[src/rtl/dmem_arbiter.sv]
// rtl/dmem_arbiter.sv - round-robin arbiter with bounded lock for a shared single-port data memory
//
// Purpose:
//   Two requesters share one single-port data memory. Port 0 is the CPU
//   datapath, port 1 the debug/loader unit. One access is granted per cycle
//   under round-robin priority. A granted requester may ask to keep ownership
//   (lock), which is forcibly released after MAX_LOCK consecutive cycles.
//   Read data is routed back to the requester that issued the read, one
//   cycle after the grant.
//
// Ports:
//   clk, rst_n                 clock (rising edge), asynchronous active-low reset
//   i_rN_req / i_rN_we         request and write-enable of requester N
//   i_rN_lock                  requester N asks to keep ownership after its grant
//   i_rN_addr / i_rN_wdata     access address and write data of requester N
//   o_rN_gnt                   combinational grant to requester N
//   o_rN_rvalid / o_rN_rdata   registered read-return pulse and its data
//   o_mem_read / o_mem_write   memory strobes (never both high)
//   o_mem_address / o_mem_data memory address and write data (0 when idle)
//   i_mem_data                 registered read data from the memory

module dmem_arbiter #(
  parameter int ADDRESS_BITS = 11,
  parameter int DATA_BITS    = 16,
  parameter int MAX_LOCK     = 16
) (
  input  logic                    clk,
  input  logic                    rst_n,

  input  logic                    i_r0_req,
  input  logic                    i_r0_we,
  input  logic                    i_r0_lock,
  input  logic [ADDRESS_BITS-1:0] i_r0_addr,
  input  logic [DATA_BITS-1:0]    i_r0_wdata,
  output logic                    o_r0_gnt,
  output logic                    o_r0_rvalid,
  output logic [DATA_BITS-1:0]    o_r0_rdata,

  input  logic                    i_r1_req,
  input  logic                    i_r1_we,
  input  logic                    i_r1_lock,
  input  logic [ADDRESS_BITS-1:0] i_r1_addr,
  input  logic [DATA_BITS-1:0]    i_r1_wdata,
  output logic                    o_r1_gnt,
  output logic                    o_r1_rvalid,
  output logic [DATA_BITS-1:0]    o_r1_rdata,

  output logic                    o_mem_read,
  output logic                    o_mem_write,
  output logic [ADDRESS_BITS-1:0] o_mem_address,
  output logic [DATA_BITS-1:0]    o_mem_data,
  input  logic [DATA_BITS-1:0]    i_mem_data
);

  // Counter must be able to hold MAX_LOCK-1, the forced-release value.
  localparam int CW = $clog2(MAX_LOCK + 1);
  localparam logic [CW-1:0] LOCK_LAST = CW'(MAX_LOCK - 1);

  typedef enum logic [1:0] {
    IDLE = 2'd0,
    OWN0 = 2'd1,
    OWN1 = 2'd2
  } state_t;

  state_t          state_q, state_d;
  logic            last_q, last_d;
  logic [CW-1:0]   lock_cnt_q, lock_cnt_d;
  logic            r0_rvalid_q, r0_rvalid_d;
  logic            r1_rvalid_q, r1_rvalid_d;

  logic            gnt0;
  logic            gnt1;

  // ---------------------------------------------------------------------------
  // Grant selection
  // ---------------------------------------------------------------------------
  // In IDLE a lone requester always wins; on contention the port that was
  // not served last wins. While a port owns the memory only it can be
  // granted. Grants are forced low while reset is asserted so nothing
  // reaches the memory during reset.
  always_comb begin
    gnt0 = 1'b0;
    gnt1 = 1'b0;
    case (state_q)
      IDLE: begin
        gnt0 = i_r0_req & (~i_r1_req | last_q);
        gnt1 = i_r1_req & (~i_r0_req | ~last_q);
      end
      OWN0:    gnt0 = i_r0_req;
      OWN1:    gnt1 = i_r1_req;
      default: begin
        gnt0 = 1'b0;
        gnt1 = 1'b0;
      end
    endcase
    gnt0 = gnt0 & rst_n;
    gnt1 = gnt1 & rst_n;
  end

  // ---------------------------------------------------------------------------
  // Next-state logic
  // ---------------------------------------------------------------------------
  always_comb begin
    state_d     = state_q;
    last_d      = last_q;
    lock_cnt_d  = lock_cnt_q;
    r0_rvalid_d = gnt0 & ~i_r0_we;
    r1_rvalid_d = gnt1 & ~i_r1_we;

    if (gnt0) begin
      last_d = 1'b0;
    end else if (gnt1) begin
      last_d = 1'b1;
    end

    case (state_q)
      IDLE: begin
        if (gnt0 && i_r0_lock) begin
          state_d    = OWN0;
          lock_cnt_d = CW'(1);
        end else if (gnt1 && i_r1_lock) begin
          state_d    = OWN1;
          lock_cnt_d = CW'(1);
        end
      end
      OWN0: begin
        // Ownership time runs whether or not the owner is requesting.
        if (!i_r0_lock || lock_cnt_q == LOCK_LAST) begin
          state_d    = IDLE;
          lock_cnt_d = '0;
          last_d     = 1'b0;
        end else begin
          lock_cnt_d = lock_cnt_q + CW'(1);
        end
      end
      OWN1: begin
        if (!i_r1_lock || lock_cnt_q == LOCK_LAST) begin
          state_d    = IDLE;
          lock_cnt_d = '0;
          last_d     = 1'b1;
        end else begin
          lock_cnt_d = lock_cnt_q + CW'(1);
        end
      end
      default: begin
        state_d    = IDLE;
        lock_cnt_d = '0;
      end
    endcase
  end

  // ---------------------------------------------------------------------------
  // State registers
  // ---------------------------------------------------------------------------
  // last resets to 1 so that port 0 is favoured on the first contention.
  always_ff @(posedge clk or negedge rst_n) begin
    if (!rst_n) begin
      state_q     <= IDLE;
      last_q      <= 1'b1;
      lock_cnt_q  <= '0;
      r0_rvalid_q <= 1'b0;
      r1_rvalid_q <= 1'b0;
    end else begin
      state_q     <= state_d;
      last_q      <= last_d;
      lock_cnt_q  <= lock_cnt_d;
      r0_rvalid_q <= r0_rvalid_d;
      r1_rvalid_q <= r1_rvalid_d;
    end
  end

  // ---------------------------------------------------------------------------
  // Requester-side outputs
  // ---------------------------------------------------------------------------
  assign o_r0_gnt    = gnt0;
  assign o_r1_gnt    = gnt1;
  assign o_r0_rvalid = r0_rvalid_q;
  assign o_r1_rvalid = r1_rvalid_q;
  // Memory read data is registered, so it lines up with the rvalid pulse.
  assign o_r0_rdata  = r0_rvalid_q ? i_mem_data : '0;
  assign o_r1_rdata  = r1_rvalid_q ? i_mem_data : '0;

  // ---------------------------------------------------------------------------
  // Memory-side outputs
  // ---------------------------------------------------------------------------
  assign o_mem_read  = (gnt0 & ~i_r0_we) | (gnt1 & ~i_r1_we);
  assign o_mem_write = (gnt0 &  i_r0_we) | (gnt1 &  i_r1_we);

  always_comb begin
    o_mem_address = '0;
    o_mem_data    = '0;
    if (gnt0) begin
      o_mem_address = i_r0_addr;
      o_mem_data    = i_r0_wdata;
    end else if (gnt1) begin
      o_mem_address = i_r1_addr;
      o_mem_data    = i_r1_wdata;
    end
  end

endmodule

[config.mk]
export PLATFORM = sky130hd
export DESIGN_NAME = dmem_arbiter
export DESIGN_NICKNAME = d
export VERILOG_FILES = /design/src/rtl/dmem_arbiter.sv
export SDC_FILE = /design/constraint.sdc
export NUM_CORES = 1
export LEC_CHECK = 0
export ABC_AREA = 0
export BUFFER_PORTS_ARGS = -buffer_cell sky130_fd_sc_hd__clkbuf_2
export CORE_MARGIN = 5
export CORE_UTILIZATION = 39
export DETAILED_ROUTE_END_ITERATION = 8
export PLACE_DENSITY = 0.95
export SLEW_MARGIN = 20
export SYNTH_ARGS = -nofsm -noshare
export SYNTH_HDL_FRONTEND = slang
export SYNTH_SLANG_ARGS = --single-unit
[constraint.sdc]
create_clock -name clk -period 3.4 [get_ports clk]
set_input_delay 1.02 -clock clk [delete_from_list [all_inputs] [get_ports clk]]
set_output_delay 1.02 -clock clk [all_outputs]
set_load 0.05 [all_outputs]
==> summary.txt <==
Outcome
  • Run status: finished, final reports clean

Timing
  • Tcrit/Tclk final: 97.6%
  • Final Hold Viols: 0
  • Fin crit period: 3320 ps
  • Clock skew: 6.01 ps
  • Slew @ Worst Pin: 541 ps
  • Final Max Slew Viols: 0
  • Worst slew margin: 63.9%
  • RSZ-0062 raised after global routing: true
  • Final setup violating endpoints: 0
  • Fmax achieved: 0.301 GHz

Floorplanning
  • Die Area: 4880 um^2
  • Core area: 3420 um^2
  • Cell row count: 21
  • Die X: 69.9 um
  • Die Y: 69.9 um
  • Io pins: 143
  • Initial Util: 41.0%

GRT
  • Vias in the first global route: 1852
  • First-pass GRT wire length: 8760 um
  • Largest net degree at the start of global routing: 32
  • Global route overflow: 0
  • Total track usage: 21.2%
  • Initial antenna violation count: 0

Route
  • DR DRC count: 0
  • Initial DRT Pass Iterations: 4
  • Via-per-instance ratio: 5.05
  • DR vias: 1940
  • WL/cell: 14.7 um
  • Total Wirelength: 5650 um
  • Post-route ant nets: 0
  • Drt first-iter violations: 70

Synthesis
  • Register area share after synthesis: 18.0%
  • Warnings from Yosys: 0
  • Synthesized flop and latch total: 10
  • Mapped Nets: 282
  • Yosys cell types: 40
  • Yosys top cell area share: 16.1%
  • Main synth FF type: dfrtp_1
  • Average footprint of a synthesized cell: 7.06 um^2
  • Cell area after synthesis: 1400 um^2
  • Post-synth EDFFs: 0
  • Ys async rst share: 100%
  • Mapped Cells: 198
  • Largest area contributor in the netlist: dfrtp_1
  • Synth top cells by count: and2_1 (33), inv_1 (33), o211ai_1 (28), o21ai_0 (17), o21ai_1 (14)
  • Top cells by area, synth: dfrtp_1 (16%), o211ai_1 (15%), and2_1 (15%), inv_1 (8.9%), o21ai_0 (6.1%)

Placement
  • Final Wtd Congestion: 0.916
  • HPWL after DPL: 4570 um
  • Dpl cells: 379
  • PortBufs: 142

Critical path
  • Crit Path Category: primary input to primary output
  • CP endpoint kind: primary output
  • Critical path data required time: 2380 ps
  • Startpoint types: primary input
  • Crit path max fanout: 14
  • Worst Path Arrival: 2300 ps

Power and ir drop
  • Power Density: 598 nW/um^2
  • Pleak: 1.31 nW
  • VDD IR max: 0.455 mV

Clocking
  • Clk root buf: clkbuf_4
  • Cts bufs inserted: 3
  • Clock slew at reported path FFs: 60 ps
  • Clk_lat worst skew: 270 ps
  • Clock buffer depth: 2
  • CTS tree: built
  • Hold Buf Count CTS: 0
  • CTS sink cnt: 10
  • CTS H-tree lvls: 1
  • Post-CTS Setup Bufs: 0

Finish
  • Antenna cell count: 0
  • Layout cell share with drive strength beyond 1: 48.5%
  • FILL cells: 291
  • Net count, final: 423
  • Final Non-Filler Cells: 384
  • Final core occ: 67.2%
  • Area Growth Syn to Fin: 64.1%

Worst hold path
  • Hold Path Class: register to register

Job
  • Max Cap Viol: 0
==> cell usage in the layout, fill, tap and decap left out, types with 2 or more instances in the layout <==
cell,synthesis,layout
a22o_1,2,2
a22oi_1,2,2
and2_1,33,33
buf_12,0,6
buf_2,6,2
buf_4,3,7
clkbuf_2,0,134
clkbuf_4,0,3
dfrtp_1,9,9
ha_1,6,6
inv_1,33,33
nand2_1,4,4
nand3_1,4,4
nor2_1,4,4
nor3_1,3,3
o211a_4,1,2
o211ai_1,28,28
o21ai_0,17,11
o21ai_1,14,20
o2bb2ai_1,2,2
or2_2,2,2
==> through the flow <==
step                      instance area (um^2)  setup TNS, ps  power, W  setup WS [ps]  hold WS [ps]
final                                     2300              0   0.00137           82.5           529
after global routing                      2300          -16.4   0.00146          -16.4           552
after floorplan                           1400          -2070  0.000960           -259           481
after CTS                                 2270              0   0.00134           52.4           532
after global placement                    2240              0   0.00122            107           497
after detailed placement                  2240              0   0.00125           56.6           516
==> kinds of logic after synthesis <==
family | count (synthesis) | synth area share [%]
AOI/OAI and AO/OA | 76 | 37.3
adders and majority gates | 6 | 5.37
buffers and inverters | 48 | 14.2
DFF | 10 | 18.0
muxes | 1 | 1.07
and+or+nand+nor | 57 | 24.1
==> report_power, final <==
part	internal, W	switching, W	total, W	leakage [nW]
clock	0.0000455	0.0000432	0.0000887	0.0150
combinational	0.000338	0.000749	0.00109	1.17
sequential	0.000156	0.0000407	0.000197	0.131
total	0.000540	0.000833	0.00137	1.31
==> state kept, by name, indices dropped and copies added (netlist names) <==
name         flops
lock_cnt_q       5
state_q          2
last_q           1
o_r0_rvalid      1
o_r1_rvalid      1
==> critical path, stage by stage <==
cell and delay [ps]:
clkbuf_2 160, nand2b_1 90, a21oi_2 160, or2_4 170, buf_4 190, inv_2 50
a22o_1 230, clkbuf_2 230
==> final timing paths <==
check | endpoint | slack [ps] | from | cells past startpoint
min | lock_cnt_q[4] | 530 | lock_cnt_q[4] | 1
max reg2reg | lock_cnt_q[4] | 1320 | state_q[0] | 7
min in group asynchronous | lock_cnt_q[1] | 800 | rst_n | 2
max in group asynchronous | last_q | 2360 | rst_n | 2
min reg2reg | lock_cnt_q[4] | 530 | lock_cnt_q[4] | 1
max | o_mem_write | 80 | i_r1_req | 8
==> metal layers <==
layer | vias to the layer above | GRT usage (%) | routed length [um]
met3 | 13 | 5.31 | 444
met1 | 872 | 22.9 | 2130
met5 | - | 0 | 0
met4 | 0 | 5.11 | 123
met2 | 86 | 40.6 | 2950
li1 | 969 | - | -
==> layout make-up <==
type	instances	area [um^2]	share of cell area [%]
inverter	34	128	5.56
tap	46	57.6	2.51
timing repair buffer	149	853	37.2
multi-input combinational	141	980	42.7
sequential	10	251	11.0
clock buffer	4	26.3	1.14
==> repair_timing <==
action / CTS / global route
resized for setup: 0 / 5
endpoints found under the hold margin: 0 / 0
endpoints found under the setup margin: 0 / 21
(Power assumes the default switching activity.)
